--- src/rtl/mips_pkg.sv ---
// rtl/mips_pkg.sv - MIPS opcode/funct constants, Tuse/Tnew encodings and hazard helper
//
// Purpose: shared constants for the pipeline control blocks.
// Ports:   none (package).
package mips_pkg;

   // Primary opcodes (id_ir[31:26])
   localparam logic [5:0] OP_SPECIAL = 6'h00;
   localparam logic [5:0] OP_J       = 6'h02;
   localparam logic [5:0] OP_JAL     = 6'h03;
   localparam logic [5:0] OP_BEQ     = 6'h04;
   localparam logic [5:0] OP_BNE     = 6'h05;
   localparam logic [5:0] OP_ADDIU   = 6'h09;
   localparam logic [5:0] OP_ORI     = 6'h0d;
   localparam logic [5:0] OP_LUI     = 6'h0f;
   localparam logic [5:0] OP_LW      = 6'h23;
   localparam logic [5:0] OP_SW      = 6'h2b;

   // SPECIAL funct codes (id_ir[5:0])
   localparam logic [5:0] FN_SLL   = 6'h00;
   localparam logic [5:0] FN_SRL   = 6'h02;
   localparam logic [5:0] FN_SRA   = 6'h03;
   localparam logic [5:0] FN_SLLV  = 6'h04;
   localparam logic [5:0] FN_SRLV  = 6'h06;
   localparam logic [5:0] FN_SRAV  = 6'h07;
   localparam logic [5:0] FN_JR    = 6'h08;
   localparam logic [5:0] FN_JALR  = 6'h09;
   localparam logic [5:0] FN_MFHI  = 6'h10;
   localparam logic [5:0] FN_MTHI  = 6'h11;
   localparam logic [5:0] FN_MFLO  = 6'h12;
   localparam logic [5:0] FN_MTLO  = 6'h13;
   localparam logic [5:0] FN_MULT  = 6'h18;
   localparam logic [5:0] FN_MULTU = 6'h19;
   localparam logic [5:0] FN_DIV   = 6'h1a;
   localparam logic [5:0] FN_DIVU  = 6'h1b;
   localparam logic [5:0] FN_ADD   = 6'h20;
   localparam logic [5:0] FN_ADDU  = 6'h21;
   localparam logic [5:0] FN_SUB   = 6'h22;
   localparam logic [5:0] FN_SUBU  = 6'h23;
   localparam logic [5:0] FN_AND   = 6'h24;
   localparam logic [5:0] FN_OR    = 6'h25;
   localparam logic [5:0] FN_XOR   = 6'h26;
   localparam logic [5:0] FN_NOR   = 6'h27;
   localparam logic [5:0] FN_SLT   = 6'h2a;
   localparam logic [5:0] FN_SLTU  = 6'h2b;

   // Tuse / Tnew are cycles-until-needed / cycles-until-produced, 0..2
   typedef logic [1:0] t_time_t;
   localparam t_time_t T_0 = 2'd0;
   localparam t_time_t T_1 = 2'd1;
   localparam t_time_t T_2 = 2'd2;

   localparam int MULT_CYCLES_DEF = 5;
   localparam int DIV_CYCLES_DEF  = 10;

   // A source operand must wait if a younger-than-ready producer in EX or
   // MEM writes it. $0 is hardwired, so it never hazards.
   function automatic logic src_hazard(
      input logic       used,
      input logic [4:0] src,
      input t_time_t    tuse,
      input logic [4:0] e_dst,
      input t_time_t    e_tnew,
      input logic [4:0] m_dst,
      input t_time_t    m_tnew
   );
      return used && (src != 5'd0) &&
             (((e_dst == src) && (e_tnew > tuse)) ||
              ((m_dst == src) && (m_tnew > tuse)));
   endfunction

endpackage

--- src/rtl/instr_class.sv ---
// rtl/instr_class.sv - combinational Tuse/Tnew/destination decode of the ID instruction
//
// Purpose: classify id_ir for the hazard controller.
// Ports:   id_ir     - instruction in ID
//          rs_use/rt_use, tuse_rs/tuse_rt - which sources are read and when
//          dst/tnew  - written register (0 = none) and cycles until result is ready
//          is_md     - touches HI/LO or the mult/div unit
//          md_start  - launches a mult/div; md_is_div selects the long latency
module instr_class
   import mips_pkg::*;
(
   input  logic [31:0] id_ir,
   output logic        rs_use,
   output logic        rt_use,
   output t_time_t     tuse_rs,
   output t_time_t     tuse_rt,
   output logic [4:0]  dst,
   output t_time_t     tnew,
   output logic        is_md,
   output logic        md_start,
   output logic        md_is_div
);

   logic [5:0] opcode;
   logic [5:0] funct;
   logic [4:0] rt;
   logic [4:0] rd;
   logic       unused_shamt;

   assign opcode       = id_ir[31:26];
   assign rt           = id_ir[20:16];
   assign rd           = id_ir[15:11];
   assign funct        = id_ir[5:0];
   assign unused_shamt = ^id_ir[10:6];

   always_comb begin
      rs_use    = 1'b0;
      rt_use    = 1'b0;
      tuse_rs   = T_0;
      tuse_rt   = T_0;
      dst       = 5'd0;
      tnew      = T_0;
      is_md     = 1'b0;
      md_start  = 1'b0;
      md_is_div = 1'b0;
      case (opcode)
         OP_SPECIAL: begin
            case (funct)
               // Immediate shifts read rt only
               FN_SLL, FN_SRL, FN_SRA: begin
                  rt_use = 1'b1; tuse_rt = T_1;
                  dst = rd; tnew = T_1;
               end
               FN_SLLV, FN_SRLV, FN_SRAV,
               FN_ADD, FN_ADDU, FN_SUB, FN_SUBU,
               FN_AND, FN_OR, FN_XOR, FN_NOR, FN_SLT, FN_SLTU: begin
                  rs_use = 1'b1; tuse_rs = T_1;
                  rt_use = 1'b1; tuse_rt = T_1;
                  dst = rd; tnew = T_1;
               end
               FN_JR: begin
                  rs_use = 1'b1; tuse_rs = T_0;
               end
               FN_JALR: begin
                  rs_use = 1'b1; tuse_rs = T_0;
                  dst = rd; tnew = T_0;
               end
               FN_MFHI, FN_MFLO: begin
                  is_md = 1'b1;
                  dst = rd; tnew = T_1;
               end
               FN_MTHI, FN_MTLO: begin
                  is_md = 1'b1;
                  rs_use = 1'b1; tuse_rs = T_1;
               end
               FN_MULT, FN_MULTU, FN_DIV, FN_DIVU: begin
                  is_md = 1'b1; md_start = 1'b1;
                  md_is_div = (funct == FN_DIV) || (funct == FN_DIVU);
                  rs_use = 1'b1; tuse_rs = T_1;
                  rt_use = 1'b1; tuse_rt = T_1;
               end
               default: ;
            endcase
         end
         OP_BEQ, OP_BNE: begin
            rs_use = 1'b1; tuse_rs = T_0;
            rt_use = 1'b1; tuse_rt = T_0;
         end
         OP_ADDIU, OP_ORI: begin
            rs_use = 1'b1; tuse_rs = T_1;
            dst = rt; tnew = T_1;
         end
         OP_LUI: begin
            dst = rt; tnew = T_1;
         end
         OP_LW: begin
            rs_use = 1'b1; tuse_rs = T_1;
            dst = rt; tnew = T_2;
         end
         // Store data is only needed in MEM, so rt may come from a load in MEM
         OP_SW: begin
            rs_use = 1'b1; tuse_rs = T_1;
            rt_use = 1'b1; tuse_rt = T_2;
         end
         OP_JAL: begin
            dst = 5'd31; tnew = T_0;
         end
         default: ;
      endcase
   end

endmodule

--- src/rtl/hazard_stall_ctrl.sv ---
// rtl/hazard_stall_ctrl.sv - stall/bubble controller for the 5-stage MIPS pipeline
//
// Purpose: tracks EX/MEM destination and Tnew plus a mult/div busy countdown,
//          and holds ID whenever its operands or HI/LO are not yet available.
// Ports:   clk, reset (sync, active-high)
//          id_ir        - instruction in ID
//          stall        - hold PC and IF/ID this cycle
//          pc_en/ifid_en- freeze enables (~stall)
//          idex_nop     - load a bubble into ID/EX (== stall)
//          md_busy      - mult/div unit occupied
//          stall_cycles - free-running count of stalled cycles
module hazard_stall_ctrl
   import mips_pkg::*;
#(
   parameter int MULT_CYCLES = MULT_CYCLES_DEF,
   parameter int DIV_CYCLES  = DIV_CYCLES_DEF
) (
   input  logic        clk,
   input  logic        reset,
   input  logic [31:0] id_ir,
   output logic        stall,
   output logic        pc_en,
   output logic        ifid_en,
   output logic        idex_nop,
   output logic        md_busy,
   output logic [31:0] stall_cycles
);

   localparam logic [15:0] MULT_LD = 16'(MULT_CYCLES);
   localparam logic [15:0] DIV_LD  = 16'(DIV_CYCLES);

   logic       rs_use, rt_use, is_md, md_start, md_is_div;
   t_time_t    tuse_rs, tuse_rt, tnew;
   logic [4:0] dst;

   logic [4:0]  e_dst_q, e_dst_d, m_dst_q, m_dst_d;
   t_time_t     e_tnew_q, e_tnew_d, m_tnew_q, m_tnew_d;
   logic        e_md_start_q, e_md_start_d, e_md_div_q, e_md_div_d;
   logic [15:0] md_cnt_q, md_cnt_d;
   logic [31:0] stall_cnt_q, stall_cnt_d;
   logic        rs_hazard, rt_hazard, md_hazard;

   instr_class u_class (
      .id_ir     (id_ir),
      .rs_use    (rs_use),
      .rt_use    (rt_use),
      .tuse_rs   (tuse_rs),
      .tuse_rt   (tuse_rt),
      .dst       (dst),
      .tnew      (tnew),
      .is_md     (is_md),
      .md_start  (md_start),
      .md_is_div (md_is_div)
   );

   assign rs_hazard = src_hazard(rs_use, id_ir[25:21], tuse_rs,
                                 e_dst_q, e_tnew_q, m_dst_q, m_tnew_q);
   assign rt_hazard = src_hazard(rt_use, id_ir[20:16], tuse_rt,
                                 e_dst_q, e_tnew_q, m_dst_q, m_tnew_q);
   // A mult/div sitting in EX has not loaded the counter yet, so count it as busy
   assign md_busy   = (md_cnt_q != 16'd0) | e_md_start_q;
   assign md_hazard = is_md & md_busy;

   assign stall        = rs_hazard | rt_hazard | md_hazard;
   assign pc_en        = ~stall;
   assign ifid_en      = ~stall;
   assign idex_nop     = stall;
   assign stall_cycles = stall_cnt_q;

   always_comb begin
      // Bubble into EX when stalling: it writes nothing and starts nothing
      e_dst_d      = stall ? 5'd0 : dst;
      e_tnew_d     = stall ? T_0  : tnew;
      e_md_start_d = stall ? 1'b0 : md_start;
      e_md_div_d   = stall ? 1'b0 : md_is_div;

      m_dst_d  = e_dst_q;
      m_tnew_d = (e_tnew_q != T_0) ? e_tnew_q - T_1 : T_0;

      if (e_md_start_q) begin
         md_cnt_d = e_md_div_q ? DIV_LD : MULT_LD;
      end else if (md_cnt_q != 16'd0) begin
         md_cnt_d = md_cnt_q - 16'd1;
      end else begin
         md_cnt_d = md_cnt_q;
      end

      stall_cnt_d = stall ? stall_cnt_q + 32'd1 : stall_cnt_q;
   end

   always_ff @(posedge clk) begin
      if (reset) begin
         e_dst_q      <= 5'd0;
         e_tnew_q     <= T_0;
         e_md_start_q <= 1'b0;
         e_md_div_q   <= 1'b0;
         m_dst_q      <= 5'd0;
         m_tnew_q     <= T_0;
         md_cnt_q     <= 16'd0;
         stall_cnt_q  <= 32'd0;
      end else begin
         e_dst_q      <= e_dst_d;
         e_tnew_q     <= e_tnew_d;
         e_md_start_q <= e_md_start_d;
         e_md_div_q   <= e_md_div_d;
         m_dst_q      <= m_dst_d;
         m_tnew_q     <= m_tnew_d;
         md_cnt_q     <= md_cnt_d;
         stall_cnt_q  <= stall_cnt_d;
      end
   end

endmodule

--- config.mk ---
export PLATFORM = sky130hd
export DESIGN_NAME = hazard_stall_ctrl
export DESIGN_NICKNAME = d
export VERILOG_FILES = /design/src/rtl/mips_pkg.sv /design/src/rtl/instr_class.sv /design/src/rtl/hazard_stall_ctrl.sv
export SDC_FILE = /design/constraint.sdc
export NUM_CORES = 1
export LEC_CHECK = 0
export CAP_MARGIN = 20
export CORE_MARGIN = 1
export CORE_UTILIZATION = 50
export CTS_BUF_LIST = sky130_fd_sc_hd__clkbuf_8
export DETAILED_ROUTE_END_ITERATION = 10
export PLACE_DENSITY_LB_ADDON = 0.1
export SLEW_MARGIN = 40
export SYNTH_ARGS = -nofsm -noshare
export SYNTH_HDL_FRONTEND = slang
export SYNTH_SLANG_ARGS = --single-unit
--- constraint.sdc ---
create_clock -name clk -period 2.75 [get_ports clk]
set_input_delay 0.275 -clock clk [delete_from_list [all_inputs] [get_ports clk]]
set_output_delay 0.275 -clock clk [all_outputs]
set_load 0.02 [all_outputs]
==> flow_summary.toml, run 1 <==
[worst_setup_path]
worstPathArrival_ns = 2.96
crit_buf_inv = 4
slowest_stage = "clkdlybuf4s50_1"
crit_type = "in2reg"
worst_path_most_repeated_cell = "buf_12"
crit_path_end_kind = "flip-flop"
r2r_end = "stall_cycles[9]"
critPathMaxFanout = 8
r2r_cells = 10
worstPathCellList = "clkdlybuf4s50_1 -> xor2_1 -> nor3_2 -> and4_1 -> o221ai_1 -> a31o_2 -> buf_12 -> buf_4 -> buf_12 -> a21oi_1 -> mux2_2"
rrSetupSlack_ns = 0.16
r2r-start = "e_dst_q[4]"
cp_top_family = "buffers and inverters"
critPathRequiredTime_ns = 2.99
critical-path-max-stage-delay_ns = 0.49
crit_path_start_kind = "primary input"

[global_routing]
grtUsageMet1 = 0.355
grt_max_degree = 58
grt_pass1_vias = 3744
top_usage_layer = "met2"
antenna_found_initial = 0
met3_usage = 0.0514
grt_usage = 0.265
grt_overflow = 0
grt_pass1_wl_um = 18100
grt_use_met2 = 0.432

[final_layout]
fill_cells = 628
final_area_sq_um = 5570
layout_commonest_cell = "buf_4"
syn2layout_area_growth_pct = 38.3
final_cell_mix = "buf_4, dfxtp_1, nor2_1, clkdlybuf4s50_1, nor2b_1"
num_antenna_cells = 0
utilization = 0.717
finalNonFillerCells = 705
fin_nets = 639
drive_gt1_frac = 0.295

[logic_synthesis]
yosys_warnings = 0
ys_ff_latch = 64
syn_nets = 515
synthArstFlopShare = 0
yosys_most_used_dff = "dfxtp_1"
syn_inst = 474
synth_edf_count = 0
synthDistinctLibCells = 59
syn_area_sq_um = 4030
synth_top_area_cell = "dfxtp_1"
seq_area_frac_synth = 0.318
avgSynthCellArea_sq_um = 8.50
ys_top_cells_by_area = "dfxtp_1, nor2b_1, mux2_2"
netlist.area_leader.share = 0.318

[cts]
cts_buffers = 9
htree_levels = 3
hold_buffers = 0
tritoncts = "done"
clkSinkCount = 64
clk_pin_slew_worst_paths_ns = 0.08
cts_buffer_depth = 2
worstSkewPairLatency_ns = 0.34
cts-root-buf = "clkbuf_8"

[drt]
dr_total_vias = 3957
wire_per_inst_um = 15.3
drt-initial-drc-count = 242
via_per_inst = 5.61
drt_pass1_iterations = 5
ant_nets = 0
wirelength_um = 10800
drc = 0

[power_and_ir_drop]
peakVddDrop_mv = 0.376
powerDensity_nw_per_um2 = 509
power_uw = 2830
leakage_uw = 0.00212

[floorplan]
die_area_sq_um = 8420
die_w_um = 91.8
num_rows = 32
coreArea_sq_um = 7770
ios = 71
start_util = 0.519
dieHeight_um = 91.8

[placement]
port_buffers = 65
dp.cells = 676
globalplace.congestion = 0.912
dp_hpwl_um = 7620
placed_area_sq_um = 5120

[sta]
setup_tns_ns = 0
worstMarginPinSlew_ns = 0.725
relSlewSlack = 0.512
setup_violations = 0
hold_viol = 0
finalMaxSlewViolations = 0
grt_setup_unrepaired = "true"
clock.fmax_ghz = 0.368
min_period_ns = 2.72
clock_skew_ns = 0.0121
final.period_utilization = 0.989

[run_status]
status = "finished clean"

[min_path]
hp-class = "in2reg"
hold_path_end = "e_md_div_q"
worstHoldStart = "id_ir[1]"
holdPathStages = 4

[job]
maxCapViolations = 0
report_power, final:
part | total, uW | internal, uW | switching (uW)
Combinational | 990 | 521 | 469
Clock | 763 | 399 | 364
Sequential | 1080 | 1010 | 67.4
per-layer routing:
| metal | wire, um | vias up |
|---|---|---|
| li1 | - | 1944 |
| met2 | 5080 | 127 |
| met3 | 587 | 23 |
| met5 | 0 | - |
| met4 | 201 | 0 |
| met1 | 4890 | 1863 |
state kept, by name (all words and copies together) (netlist names):
name	cells
stall_cycles	32
md_cnt_q	16
e_dst_q	5
m_dst_q	5
e_tnew_q	2
m_tnew_q	2
e_md_div_q	1
e_md_start_q	1
cells in the mapped netlist (all sizes together), types with 3 or more instances:
cell type,n
xnor2,23
a21oi,33
xor2,8
buf,10
nand2,22
clkbuf,17
o22ai,3
nor2,62
ha,7
nor2b,42
or4,4
a211o,3
a2111oi,3
or3,3
nor3,17
and3,9
a221oi,5
o21ai,7
dfxtp,64
nand3b,5
a211oi,8
and4,3
nand3,22
mux2,32
nor4,4
nor4b,4
nand4,17
inv,12
tightest hold or removal path: cells and delay by family:
| family | cells | cell delay [ns] |
|---|---|---|
| buffers and inverters | 3 | 0.42 |
| and+or+nand+nor | 1 | 0.03 |
repair_timing:
action,CTS,global route
cloned,2,0
buffers inserted,6,5
setup endpoints to repair,32,31
pin swaps,12,14
gates resized for setup,59,26
logic make-up (layout without fill, tap and decap cells):
logic type	Yosys count	count (layout)	synth area share
simple gates	224	224	0.304
compound gates	77	78	0.135
flops	64	64	0.318
buf+inv	39	167	0.0556
mux	32	32	0.0988
xor+xnor	31	31	0.0674
fa+ha+maj	7	7	0.0217
metrics by stage:
stage | worst slack, ns | hold slack, ns
floorplan | 0.0341 | 0.414
global placement | -0.606 | 0.450
detailed placement | -0.692 | 0.455
CTS | 0.00699 | 0.414
global route | -0.107 | 0.443
finish | 0.0310 | 0.435
area by class of cell:
type,count,area (sq um),share of cell area
multi-input cells,372,2690,0.483
flip-flops and latches,64,1280,0.231
repair buffers,139,1230,0.221
clock buffers,12,165,0.0297
well taps,102,128,0.0229
inverters,12,47.5,0.00854
clock inverters,4,27.5,0.00494
how the worst max path moves through the flow:
stage	endpoint	slack, ns	startpoint	cells past startpoint
global route	ifid_en	-0.11	md_cnt_q[1]	10
finish	stall_cycles[9]	0.03	id_ir[24]	11
floorplan	stall_cycles[30]	0.03	id_ir[4]	11
CTS	md_busy	0.007	md_cnt_q[1]	9
global placement	stall	-0.61	id_ir[2]	13
detailed placement	stall_cycles[30]	-0.69	id_ir[2]	13
No activity file was read; power rests on OpenSTA's default activity.
==> run 2: changes to the inputs <==
- CORE_UTILIZATION: 50 -> 49
- SYNTH_HIERARCHICAL: not set -> 1
==> run 2 against run 1 <==
  * The run now ends with setup timing left
  * Die area shrank 6.1%
  * Count of clock-buffer cells in the layout shrank 2
  * Clock skew shrank 0.0014 ns
  * Flip-flop and latch count is the same
  * Critical path type unchanged
  * Synthesized cell count shrank 7.4%
  * Utilization grew 3.1 points
  * Global-route usage grew 1.9 points
  * Wire length grew 6.0%
  * First-iteration DRC count shrank 18%
  * Critical endpoint is now stall_cycles[11]
==> flow_summary.toml, run 2 <==
[run_status]
status = "finished, violations left"
violations = "setup timing"

[placement]
port_buffers = 65
globalplace.congestion = 0.840
dp_hpwl_um = 6690
dp.cells = 629

[worst_setup_path]
crit_buf_inv = 3
worstPathCellList = "buf_6 -> buf_6 -> nor4_4 -> nand2_2 -> o21ai_2 -> ha_1 -> nand2_1 -> nand4_1 -> nor4_1 -> o221ai_2 -> and3_4 -> buf_12 -> or4_1 -> a21oi_1"
critPathRequiredTime_ns = 3.03
critPathMaxFanout = 8
critical-path-max-stage-delay_ns = 0.51
worst_path_most_repeated_cell = "buf_6"
crit_path_start_kind = "primary input"
crit_path_end_kind = "flip-flop"
cp_top_family = "simple AND/OR/NAND/NOR gates"
crit_type = "in2reg"
worstPathArrival_ns = 3.18
slowest_stage = "or4_1"

[final_layout]
final_cell_mix = "buf_4, dfxtp_1, clkdlybuf4s50_1, nand2_1, a21oi_1"
drive_gt1_frac = 0.290
fill_cells = 549
multiInputGateArea_sq_um = 2470
largest_reg_flops = 32
syn2layout_area_growth_pct = 47.2
register_area_sq_um = 1280
layout_commonest_cell = "buf_4"
finalNonFillerCells = 681
num_antenna_cells = 0
fin_nets = 623

[power_and_ir_drop]
powerDensity_nw_per_um2 = 526
power_uw = 2870
leakage_uw = 0.00204
peakVddDrop_mv = 0.324

[job]
maxCapViolations = 0

[sta]
relSlewSlack = 0.640
setup_violations = 32
final.period_utilization = 1.06
timing.final.ws_setup_ns = -0.156
hold_viol = 0
clock.fmax_ghz = 0.344
grt_setup_unrepaired = "true"
worstMarginPinSlew_ns = 0.540
finalMaxSlewViolations = 0
min_period_ns = 2.91
clock_skew_ns = 0.0107

[cts]
worstSkewPairLatency_ns = 0.35
cts-root-buf = "clkbuf_8"
hold_buffers = 0
tritoncts = "done"
cts_buffers = 9
clk_pin_slew_worst_paths_ns = 0.07
cts_buffer_depth = 2
htree_levels = 3
clkSinkCount = 64

[logic_synthesis]
synth_most_common_cell = "dfxtp_1"
syn_nets = 485
ys_top_cells_by_area = "dfxtp_1, a21oi_1, xnor2_1"
ys_ff_latch = 64
netlist.area_leader.share = 0.346
seq_area_frac_synth = 0.346
synthArstFlopShare = 0
syn_inst = 439
yosys-top-cells-count = "dfxtp_1, a21oi_1, nor2_1"
synth_top_area_cell = "dfxtp_1"
syn_area_sq_um = 3700
avgSynthCellArea_sq_um = 8.43
yosys_most_used_dff = "dfxtp_1"
synthDistinctLibCells = 63
synth_edf_count = 0
yosys_warnings = 6

[global_routing]
grt_pass1_wl_um = 17200
antenna_found_initial = 0
grt_usage = 0.285
grt_overflow = 0
grt_max_degree = 24
grt_pass1_vias = 3664

[floorplan]
dieHeight_um = 88.9
die_w_um = 88.9
die_area_sq_um = 7910
ios = 71
coreArea_sq_um = 7290
start_util = 0.508
num_rows = 31

[drt]
dr_total_vias = 3943
drt_pass1_iterations = 5
wirelength_um = 11400
drc = 0
ant_nets = 0
via_per_inst = 5.79
wire_per_inst_um = 16.8
drt-initial-drc-count = 199

[min_path]
hp-class = "reg2reg"
run 2: metal layers:
metal  up-vias  part of all wire  global-route usage  routed length, um
met3        39             0.053              0.0471                601
met2       144              0.47               0.457               5400
met1      1866              0.43               0.375               4960
met4         0             0.039               0.133                450
li1       1894                 -                   -                  -
met5         -                 0                   0                  0
run 2: where the power goes:
group          switching [uW]  internal [uW]
combinational             428            436
sequential               79.4           1010
clock                     380            532
run 2: timing repair:
action,4_1_cts,5_1_grt
gates resized for setup,97,29
endpoints found under the hold margin,0,0
buffers inserted,35,3
gates cloned,1,0
endpoints found under the setup margin,45,42
pin swaps,26,18
run 2: kinds of logic (layout without fill, tap and decap cells):
kind of cell,after synthesis,after routing,share of synthesized area
other cells,1,1,0.00101
fa+ha+maj,12,12,0.0406
xor+xnor,35,35,0.0828
buf+inv,37,180,0.0514
mux,2,2,0.00575
compound gates,93,93,0.162
flops,64,64,0.346
simple gates,195,195,0.311
run 2: final timing paths:
check	start	to	slack, ns	cells after the start
worst min register to register	e_md_div_q	md_cnt_q[2]	0.45	1
worst max register to register	e_tnew_q[0]	stall_cycles[11]	0.23	10
worst max-delay path	id_ir[28]	stall_cycles[11]	-0.16	14
worst min-delay path	e_md_div_q	md_cnt_q[2]	0.45	1
run 2: stage by stage:
stage / TNS (ns) / util / area, sq um / setup slack (ns) / hold slack (ns)
global placement: -27.08 / 0.645 / 4700 / -0.799 / 0.416
global route: -6.78 / 0.748 / 5450 / -0.255 / 0.477
CTS: 0 / 0.729 / 5320 / 0.000761 / 0.454
detailed placement: -32.02 / 0.645 / 4700 / -0.911 / 0.446
finish: -3.35 / 0.748 / 5450 / -0.156 / 0.453
floorplan: 0 / - / 3710 / 0.00368 / 0.400
run 2: cell type report:
class,count,share of cell area
tap,99,0.0227
multi-input combinational,338,0.453
clock buffer,10,0.0252
timing repair buffer,148,0.238
sequential,64,0.235
clock inverter,6,0.0151
inverter,16,0.0110
==> run 3: changes to the inputs <==
- CAP_MARGIN: 20 -> 30
- MAX_ROUTING_LAYER: not set -> met4
==> run 3 against run 2 <==
  * The run still ends with setup timing left
  * Via count down 0.30%
  * Register-to-register slack about the same
  * Total power up 0.14%
  * Non-clock buffer count unchanged
  * Global-route usage up 0.93 points
  * Clock power up 0.4%
  * Sequential share of layout area unchanged
  * Count of clock-buffer cells in the layout unchanged
  * Die area unchanged
  * Design area unchanged
  * Worst setup slack better by 0.024 ns
  * Critical path type unchanged
  * Critical endpoint unchanged
  * Largest power group unchanged
==> flow_summary.toml, run 3 (synthesized netlist as in run 2, its figures left out) <==
[power_and_ir_drop]
leakage_uw = 0.00204
p_sw_frac = 0.310
powerDensity_nw_per_um2 = 527
peakVddDrop_mv = 0.324
seqPwrFrac = 0.380
combPwrFrac = 0.301
clkPwrFrac = 0.319
switchingPower_uw = 891
p_int_uw = 1980

[sta]
timing.final.ws_setup_ns = -0.132
setup_violations = 31
clock_skew_ns = 0.0116
relSlewSlack = 0.658
hold_viol = 0
min_period_ns = 2.88
setup_tns_ns = -2.54
final.period_utilization = 1.05
worstMarginPinSlew_ns = 0.509
whs_ns = 0.450
finalMaxSlewViolations = 0
grt_setup_unrepaired = "true"
clock.fmax_ghz = 0.347

[floorplan]
dieHeight_um = 88.9
coreArea_sq_um = 7290
num_rows = 31
ios = 71
die_w_um = 88.9
die_area_sq_um = 7910
start_util = 0.508

[cts]
cts_buffer_depth = 2
worstSkewPairLatency_ns = 0.35
cts-root-buf = "clkbuf_8"
hold_buffers = 0
htree_levels = 3
clk_pin_slew_worst_paths_ns = 0.08
cts_buffers = 9
tritoncts = "done"
clkSinkCount = 64

[global_routing]
grt_pass1_wl_um = 17200
grt_overflow = 0
grt_max_degree = 24
grt_usage = 0.294
antenna_found_initial = 0
grt_pass1_vias = 3658

[worst_setup_path]
cp_top_family = "simple AND/OR/NAND/NOR gates"
worst_path_most_repeated_cell = "buf_6"
crit_path_start_kind = "primary input"
crit_buf_inv = 3
worstPathArrival_ns = 3.16
crit_type = "in2reg"
critPathRequiredTime_ns = 3.03
crit_path_end_kind = "flip-flop"
critPathMaxFanout = 8
worstPathCellList = "buf_6 -> buf_6 -> nor4_4 -> nand2_2 -> o21ai_2 -> ha_1 -> nand2_1 -> nand4_1 -> nor4_1 -> o221ai_2 -> and3_4 -> buf_12 -> or4_1 -> a21oi_1"
slowest_stage = "or4_1"
critical-path-max-stage-delay_ns = 0.51

[final_layout]
final_cell_mix = "buf_4, dfxtp_1, clkdlybuf4s50_1, nand2_1, a21oi_1"
drive_gt1_frac = 0.290
num_antenna_cells = 0
largest_reg_flops = 32
syn2layout_area_growth_pct = 47.2
finalNonFillerCells = 681
fin_nets = 623
utilization = 0.748
layout_commonest_cell = "buf_4"

[placement]
dp_hpwl_um = 6690
dp.cells = 629
globalplace.congestion = 0.853
port_buffers = 65

[drt]
drt_pass1_iterations = 5
drt-initial-drc-count = 205
wirelength_um = 11400
via_per_inst = 5.77
ant_nets = 0
dr_total_vias = 3931
drc = 0
wire_per_inst_um = 16.7

[min_path]
hp-class = "reg2reg"

[job]
maxCapViolations = 0

[run_status]
status = "finished, violations left"
violations = "setup timing"
==> run 3: cell counts in the layout (fill, tap and decap cells not counted) <==
No cell type changed its count.
==> run 3: power by group through the flow <==
stage	combinational, uW	clock, uW	sequential, uW
floorplan	553	0	1100
global placement	782	0	1110
detailed placement	795	0	1110
CTS	836	917	1090
global route	963	957	1100
finish	865	916	1090
==> run 3: cell type report <==
cell class                      instances  area, sq um
Multi-Input combinational cell        338         2470
Fill cell                             549         1840
Timing Repair Buffer                  148         1300
Sequential cell                        64         1280
Clock buffer                           10          138
Tap cell                               99          124
Clock inverter                          6         82.6
Inverter                               16         60.1
==> run 3: worst paths after layout <==
| kind | slack, ns | from | cells past startpoint | endpoint |
|---|---|---|---|---|
| worst max-delay path | -0.13 | id_ir[28] | 14 | stall_cycles[11] |
| worst min-delay path | 0.45 | e_md_div_q | 1 | md_cnt_q[2] |
| worst max register to register | 0.24 | m_tnew_q[1] | 9 | stall_cycles[11] |
| worst min register to register | 0.45 | e_md_div_q | 1 | md_cnt_q[2] |
==> run 3: metal layers <==
layer / share of wire / GRT usage / vias up
li1: - / - / 1890
met1: 0.44 / 0.375 / 1869
met2: 0.48 / 0.457 / 133
met3: 0.047 / 0.0480 / 39
met4: 0.034 / 0.133 / 0
met5: 0 / - / -
==> run 3: metrics by stage <==
step           setup WS (ns)  area [sq um]  total power (uW)
5_1_grt               -0.256          5450              3020
3_3_place_gp          -0.799          4700              1890
2_1_floorplan        0.00368          3710              1660
6_report              -0.132          5450              2870
4_1_cts             0.000761          5320              2840
3_5_place_dp          -0.911          4700              1910
==> run 3: what timing repair did <==
action / CTS / global route
gates cloned: 1 / 0
resized for setup: 97 / 29
buffers inserted: 35 / 3
setup endpoints to repair: 45 / 42
pin swaps: 26 / 18
